**config.mk**
```make
export PLATFORM = sky130hd
export DESIGN_NAME = detector_jogada_flat
export DESIGN_NICKNAME = d
export VERILOG_FILES = /design/src/rtl/detector_jogada_if.sv /design/src/rtl/detector_jogada.sv /design/src/flat_wrapper.sv
export SDC_FILE = /design/constraint.sdc
export NUM_CORES = 1
export LEC_CHECK = 0
export CAP_MARGIN = 20
export CORE_ASPECT_RATIO = 1.2
export CORE_MARGIN = 2
export CORE_UTILIZATION = 40
export CTS_CLUSTER_DIAMETER = 50
export DETAILED_ROUTE_END_ITERATION = 6
export DONT_BUFFER_PORTS = 1
export PLACE_DENSITY_LB_ADDON = 0.2
export SLEW_MARGIN = 20
export SYNTH_ARGS = -nofsm -noshare
export SYNTH_HDL_FRONTEND = slang
export SYNTH_SLANG_ARGS = --single-unit
```
**constraint.sdc**
```tcl
create_clock -name clock -period 1.97 [get_ports clock]
set_clock_uncertainty 0.2 [all_clocks]
set_input_delay 0.197 -clock clock [delete_from_list [all_inputs] [get_ports clock]]
set_output_delay 0.197 -clock clock [all_outputs]
set_load 0.02 [all_outputs]
```
**src/rtl/detector_jogada_if.sv**
```systemverilog
// Button-side bus of the move detector: raw buttons and enable in, accepted move out.
// jogada_feita is a valid strobe without ready: jogada/jogada_valida are meaningful
// whenever jogada_feita is high, the consumer cannot stall it, and it lasts one cycle.
interface detector_jogada_if;
    logic       habilita;
    logic [3:0] botoes;
    logic       jogada_feita;
    logic [3:0] jogada;
    logic       jogada_valida;
    logic [2:0] db_estado;

    modport master (
        output habilita,
        output botoes,
        input  jogada_feita,
        input  jogada,
        input  jogada_valida,
        input  db_estado
    );

    modport slave (
        input  habilita,
        input  botoes,
        output jogada_feita,
        output jogada,
        output jogada_valida,
        output db_estado
    );
endinterface

```
**src/rtl/detector_jogada.sv**
```systemverilog
// Push-button conditioner: 2-FF synchroniser, debounce FSM and one registered
// jogada_feita pulse per physical press, carrying the latched 4-bit button code.
module detector_jogada #(
    parameter int DEBOUNCE_CICLOS = 4
) (
    input  logic               clock,
    input  logic               reset,
    detector_jogada_if.slave   bus
);

    typedef enum logic [2:0] {
        ESPERA = 3'd0,
        FILTRA = 3'd1,
        ACEITA = 3'd2,
        SOLTA  = 3'd3
    } estado_t;

    // Bound stays <= 254 for the legal parameter range, so the 8-bit counter never wraps.
    localparam logic [7:0] CNT_MAX = 8'(DEBOUNCE_CICLOS - 1);

    logic [3:0] r_s1;
    logic [3:0] r_s2;
    estado_t    r_estado;
    logic [3:0] r_amostra;
    logic [7:0] r_cnt;
    logic [3:0] r_jogada;
    logic       r_jogada_valida;

    estado_t    w_prox_estado;
    logic [3:0] w_amostra_prox;
    logic [7:0] w_cnt_prox;
    logic       w_aceita;
    logic       w_onehot;

    assign w_onehot = (r_amostra != 4'd0) && ((r_amostra & (r_amostra - 4'd1)) == 4'd0);

    always_ff @(posedge clock) begin
        if (reset) begin
            r_s1            <= 4'd0;
            r_s2            <= 4'd0;
            r_estado        <= ESPERA;
            r_amostra       <= 4'd0;
            r_cnt           <= 8'd0;
            r_jogada        <= 4'd0;
            r_jogada_valida <= 1'b0;
        end else begin
            r_s1      <= bus.botoes;
            r_s2      <= r_s1;
            r_estado  <= w_prox_estado;
            r_amostra <= w_amostra_prox;
            r_cnt     <= w_cnt_prox;
            if (w_aceita) begin
                r_jogada        <= r_amostra;
                r_jogada_valida <= w_onehot;
            end
        end
    end

    always_comb begin
        w_prox_estado  = ESPERA;
        w_amostra_prox = r_amostra;
        w_cnt_prox     = r_cnt;
        w_aceita       = 1'b0;
        case (r_estado)
            ESPERA: begin
                // Enable only gates the start of a press; one already filtering completes.
                if ((r_s2 != 4'd0) && bus.habilita) begin
                    w_prox_estado  = FILTRA;
                    w_amostra_prox = r_s2;
                    w_cnt_prox     = 8'd0;
                end else begin
                    w_prox_estado = ESPERA;
                end
            end
            FILTRA: begin
                if (r_s2 == 4'd0) begin
                    w_prox_estado = ESPERA;
                end else if (r_s2 != r_amostra) begin
                    w_prox_estado  = FILTRA;
                    w_amostra_prox = r_s2;
                    w_cnt_prox     = 8'd0;
                end else if (r_cnt == CNT_MAX) begin
                    w_prox_estado = ACEITA;
                    w_aceita      = 1'b1;
                end else begin
                    w_prox_estado = FILTRA;
                    w_cnt_prox    = r_cnt + 8'd1;
                end
            end
            ACEITA: begin
                w_prox_estado = SOLTA;
                w_cnt_prox    = 8'd0;
            end
            SOLTA: begin
                // A held button restarts the release filter, so there is no auto-repeat.
                if (r_s2 != 4'd0) begin
                    w_prox_estado = SOLTA;
                    w_cnt_prox    = 8'd0;
                end else if (r_cnt == CNT_MAX) begin
                    w_prox_estado = ESPERA;
                end else begin
                    w_prox_estado = SOLTA;
                    w_cnt_prox    = r_cnt + 8'd1;
                end
            end
            default: w_prox_estado = ESPERA;
        endcase
    end

    always_comb begin
        bus.jogada_feita  = (r_estado == ACEITA);
        bus.jogada        = r_jogada;
        bus.jogada_valida = r_jogada_valida;
        bus.db_estado     = r_estado;
    end

endmodule

```
**src/flat_wrapper.sv**
```systemverilog
// flat-port wrapper written by rule: the top's interface ports become plain ports
module detector_jogada_flat 
#(
    parameter int DEBOUNCE_CICLOS = 4
)
  (clock, reset, bus_habilita, bus_botoes, bus_jogada_feita, bus_jogada, bus_jogada_valida, bus_db_estado);
  detector_jogada_if bus_i ();
  input  logic clock;
  input  logic reset;
  input wire logic [$bits(bus_i.habilita)-1:0] bus_habilita;
  input wire logic [$bits(bus_i.botoes)-1:0] bus_botoes;
  output wire logic [$bits(bus_i.jogada_feita)-1:0] bus_jogada_feita;
  output wire logic [$bits(bus_i.jogada)-1:0] bus_jogada;
  output wire logic [$bits(bus_i.jogada_valida)-1:0] bus_jogada_valida;
  output wire logic [$bits(bus_i.db_estado)-1:0] bus_db_estado;
  assign bus_i.habilita = bus_habilita;
  assign bus_i.botoes = bus_botoes;
  assign bus_jogada_feita = bus_i.jogada_feita;
  assign bus_jogada = bus_i.jogada;
  assign bus_jogada_valida = bus_i.jogada_valida;
  assign bus_db_estado = bus_i.db_estado;
  detector_jogada #(.DEBOUNCE_CICLOS(DEBOUNCE_CICLOS)) u_core (.clock(clock), .reset(reset), .bus(bus_i));
endmodule
```
==> flow_metrics.env, run 1 <==
export IMPL_status="finished, final reports clean"
export IMPL_fin_crit_ns=1.87
export IMPL_worst_pin_slew_ns=0.811
export IMPL_worstPathRequired_ns=2.02
export IMPL_grt_util_all_layers_pct=15.3
export IMPL_rr_worst_depth=5
export IMPL_hold_start="bus_habilita"
export IMPL_syn_avg_cell_area_um2=9.30
export IMPL_io_buffers=0
export IMPL_synth_main_ff_cell="dfxtp_1"
export IMPL_grt_overflow=0
export IMPL_worstSetupPathType="flop to flop"
export IMPL_synth_cell_types=48
export IMPL_syn_nets=151
export IMPL_initial_core_util_pct=42.8
export IMPL_cp_arrival_ns=1.92
export IMPL_ys_seq_area_share_pct=40.6
export IMPL_hold_violations=0
export IMPL_row_count=22
export IMPL_routedWlPerCell_um=13.7
export IMPL_post_route_period_util_pct=94.9
export IMPL_pwr_share_seq_pct=61.2
export IMPL_path_clk_slew_ns=0.15
export IMPL_antenna_found_initial=0
export IMPL_syn_cell_area_um2=1330
export IMPL_total_power_mw=0.932
export IMPL_endpoint_kind="flop"
export IMPL_hpwl_um=1820
export IMPL_hold_path_class="primary input to flop"
export IMPL_antenna_cells=0
export IMPL_viasPerCell=5.74
export IMPL_synth_top_cells_by_area="dfxtp_1 41%, nor2b_1 4.7%, o21ai_0 4.1%, nand3_1 3.8%, a211oi_1 3.4%"
export IMPL_clk_latency_ns=0.32
export IMPL_final_area_um2=1470
export IMPL_synth_top_area_share_pct=40.6
export IMPL_drt_initial_drc_count=28
export IMPL_layout_commonest_cell="dfxtp_1"
export IMPL_via_count=1080
export IMPL_dieArea_um2=3800
export IMPL_drive_gt1_share_pct=17.8
export IMPL_final_cell_mix="23 x dfxtp_1, 11 x o21ai_0, 10 x nor2b_1, 10 x nand3_1, 8 x buf_4"
export IMPL_cts_setup_buffers=0
export IMPL_cts_sinks=27
export IMPL_route_detailed_drc=0
export IMPL_cp_max_fo=6
export IMPL_synth_warnings=0
export IMPL_core_area_um2=3110
export IMPL_rsz0062_at_grt="false"
export IMPL_drtPass1Iterations=4
export IMPL_htreeDepth=1
export IMPL_routed_wl_um=2570
export IMPL_cts_buffers=3
export IMPL_setup_viol=0
export IMPL_ys_seq_elements=27
export IMPL_r2r_start="u_core.r_cnt[0]"
export IMPL_synthToLayoutAreaGrowth_pct=10.6
export IMPL_min_to="u_core.r_amostra[1]"
export IMPL_cts_root_buf="clkbuf_4"
export IMPL_power_frac_comb_pct=13.6
export IMPL_die_h_um=67.2
export IMPL_r2r_slack_ns=0.10
export IMPL_grt_pass1_vias=1058
export IMPL_peakVddDrop_mv=0.370
export IMPL_placed_cells=179
export IMPL_synth_edf_count=0
export IMPL_slew_headroom_pct=45.8
export IMPL_max_freq_mhz=535
export IMPL_drv_slew=0
export IMPL_r2r_end="u_core.r_cnt[2]"
export IMPL_synthCells=143
export IMPL_power_density_nw_per_um2=633
export IMPL_nets=161
export IMPL_clkPwrFrac_pct=25.2
export IMPL_crit_path_start_kind="flop"
export IMPL_max_cap_violations=0
export IMPL_cp_startpoint="u_core.r_cnt[0]"
export IMPL_globalplace_congestion=0.858
export IMPL_antenna_left=0
export IMPL_yosysTopAreaCell="dfxtp_1"
export IMPL_die_w_um=56.6
export IMPL_grt_max_degree=27
export IMPL_clockBufferDepth=2
export IMPL_setup_tns_ns=0
export IMPL_placed_area_um2=1380
export IMPL_fin_cells=188
export IMPL_switchingPower_mw=0.242
export IMPL_ios=16
export IMPL_synthArstFlopShare_pct=0
export IMPL_cts_tree="done"
export IMPL_power_leakage_nw=0.485
export IMPL_hold_depth=3
export IMPL_swShare_pct=26.0
export IMPL_p_int_mw=0.689
export IMPL_grt_first_pass_wirelength_um=4610
area by class of cell:
class,instances,area (um2)
clock inverters,1,5.00
flip-flops and latches,27,546
fillers,311,1640
multi-input cells,106,736
clock buffers,3,22.5
repair buffers,13,110
well taps,36,45.0
inverters,2,7.51
cell families after synthesis:
group / count (synthesis) / share of synthesized area [%]
xor+xnor: 6 / 3.95
flops: 27 / 40.6
other cells: 1 / 0.282
fa+ha+maj: 1 / 0.941
simple gates: 57 / 26.9
mux: 4 / 3.01
buf+inv: 10 / 4.52
compound gates: 37 / 19.8
routing by layer:
layer / wire length (um) / global-route usage [%] / share of wire [%]
met1: 1200 / 18.7 / 47
met2: 1240 / 27.3 / 48
met3: 106 / 2.30 / 4.1
met4: 22 / 5.36 / 0.86
met5: 0 / 0 / 0
repair_timing:
item,in CTS,in global routing
hold buffers,5,0
resized for setup,0,5
setup endpoints to repair,0,5
endpoints found under the hold margin,21,0
worst max-delay path, cell delays in order (launching register included):
cell and delay (ns):
dfxtp_1 0.35, ha_1 0.21, nor4b_2 0.16, and2_1 0.21, or4_1 0.50, a211oi_2 0.18
through the flow:
stage	hold slack (ns)	worst slack [ns]	util, %
global placement	0.0699	0.162	44.4
detailed placement	0.0707	0.141	44.4
floorplan	0.125	0.129	-
CTS	0.0740	0.0777	46.9
global route	0.0722	0.00427	47.3
finish	0.0859	0.101	47.3
state kept, by name, indices dropped and copies added (netlist names):
register / cells
u_core.r_amostra: 4
u_core.bus.jogada_valida: 1
u_core.bus.db_estado: 2
u_core.r_cnt: 8
u_core.bus.jogada: 4
u_core.r_s2: 4
u_core.r_s1: 4
power by group through the flow:
stage	registers (mW)	clock network (mW)	logic (mW)
after floorplan	0.582	0	0.100
after global placement	0.581	0	0.109
after detailed placement	0.582	0	0.112
after CTS	0.570	0.249	0.127
after global routing	0.573	0.272	0.140
final	0.570	0.235	0.127
cell usage after synthesis (3+ instances only):
library cell / n
a21oi_1: 6
nand2_1: 4
mux2i_1: 4
xnor2_1: 4
dfxtp_1: 27
nor2b_1: 10
nand3_1: 10
a211oi_1: 6
buf_2: 3
or3_1: 3
nor2_1: 3
o21ai_0: 11
nand4_1: 3
nand2b_1: 7
worst max-delay path by stage:
stage | to | slack [ns] | cells past startpoint
after detailed placement | u_core.r_cnt[6] | 0.14 | 5
after global placement | u_core.r_cnt[6] | 0.16 | 5
after CTS | u_core.r_cnt[6] | 0.08 | 5
final | u_core.r_cnt[2] | 0.10 | 5
after global routing | u_core.r_cnt[0] | 0.004 | 4
after floorplan | u_core.bus.jogada_valida | 0.13 | 6
No activity file was read; power rests on OpenSTA's default activity.
==> run 2: changes to the inputs <==
--- a/config.mk
+++ b/config.mk
@@ -5,7 +5,6 @@
 export SDC_FILE = /design/constraint.sdc
 export NUM_CORES = 1
 export LEC_CHECK = 0
-export CAP_MARGIN = 20
 export CORE_ASPECT_RATIO = 1.2
 export CORE_MARGIN = 2
 export CORE_UTILIZATION = 40
==> results of run 2 <==
The final DEF is identical to that of run 1; final timing and power are the same.
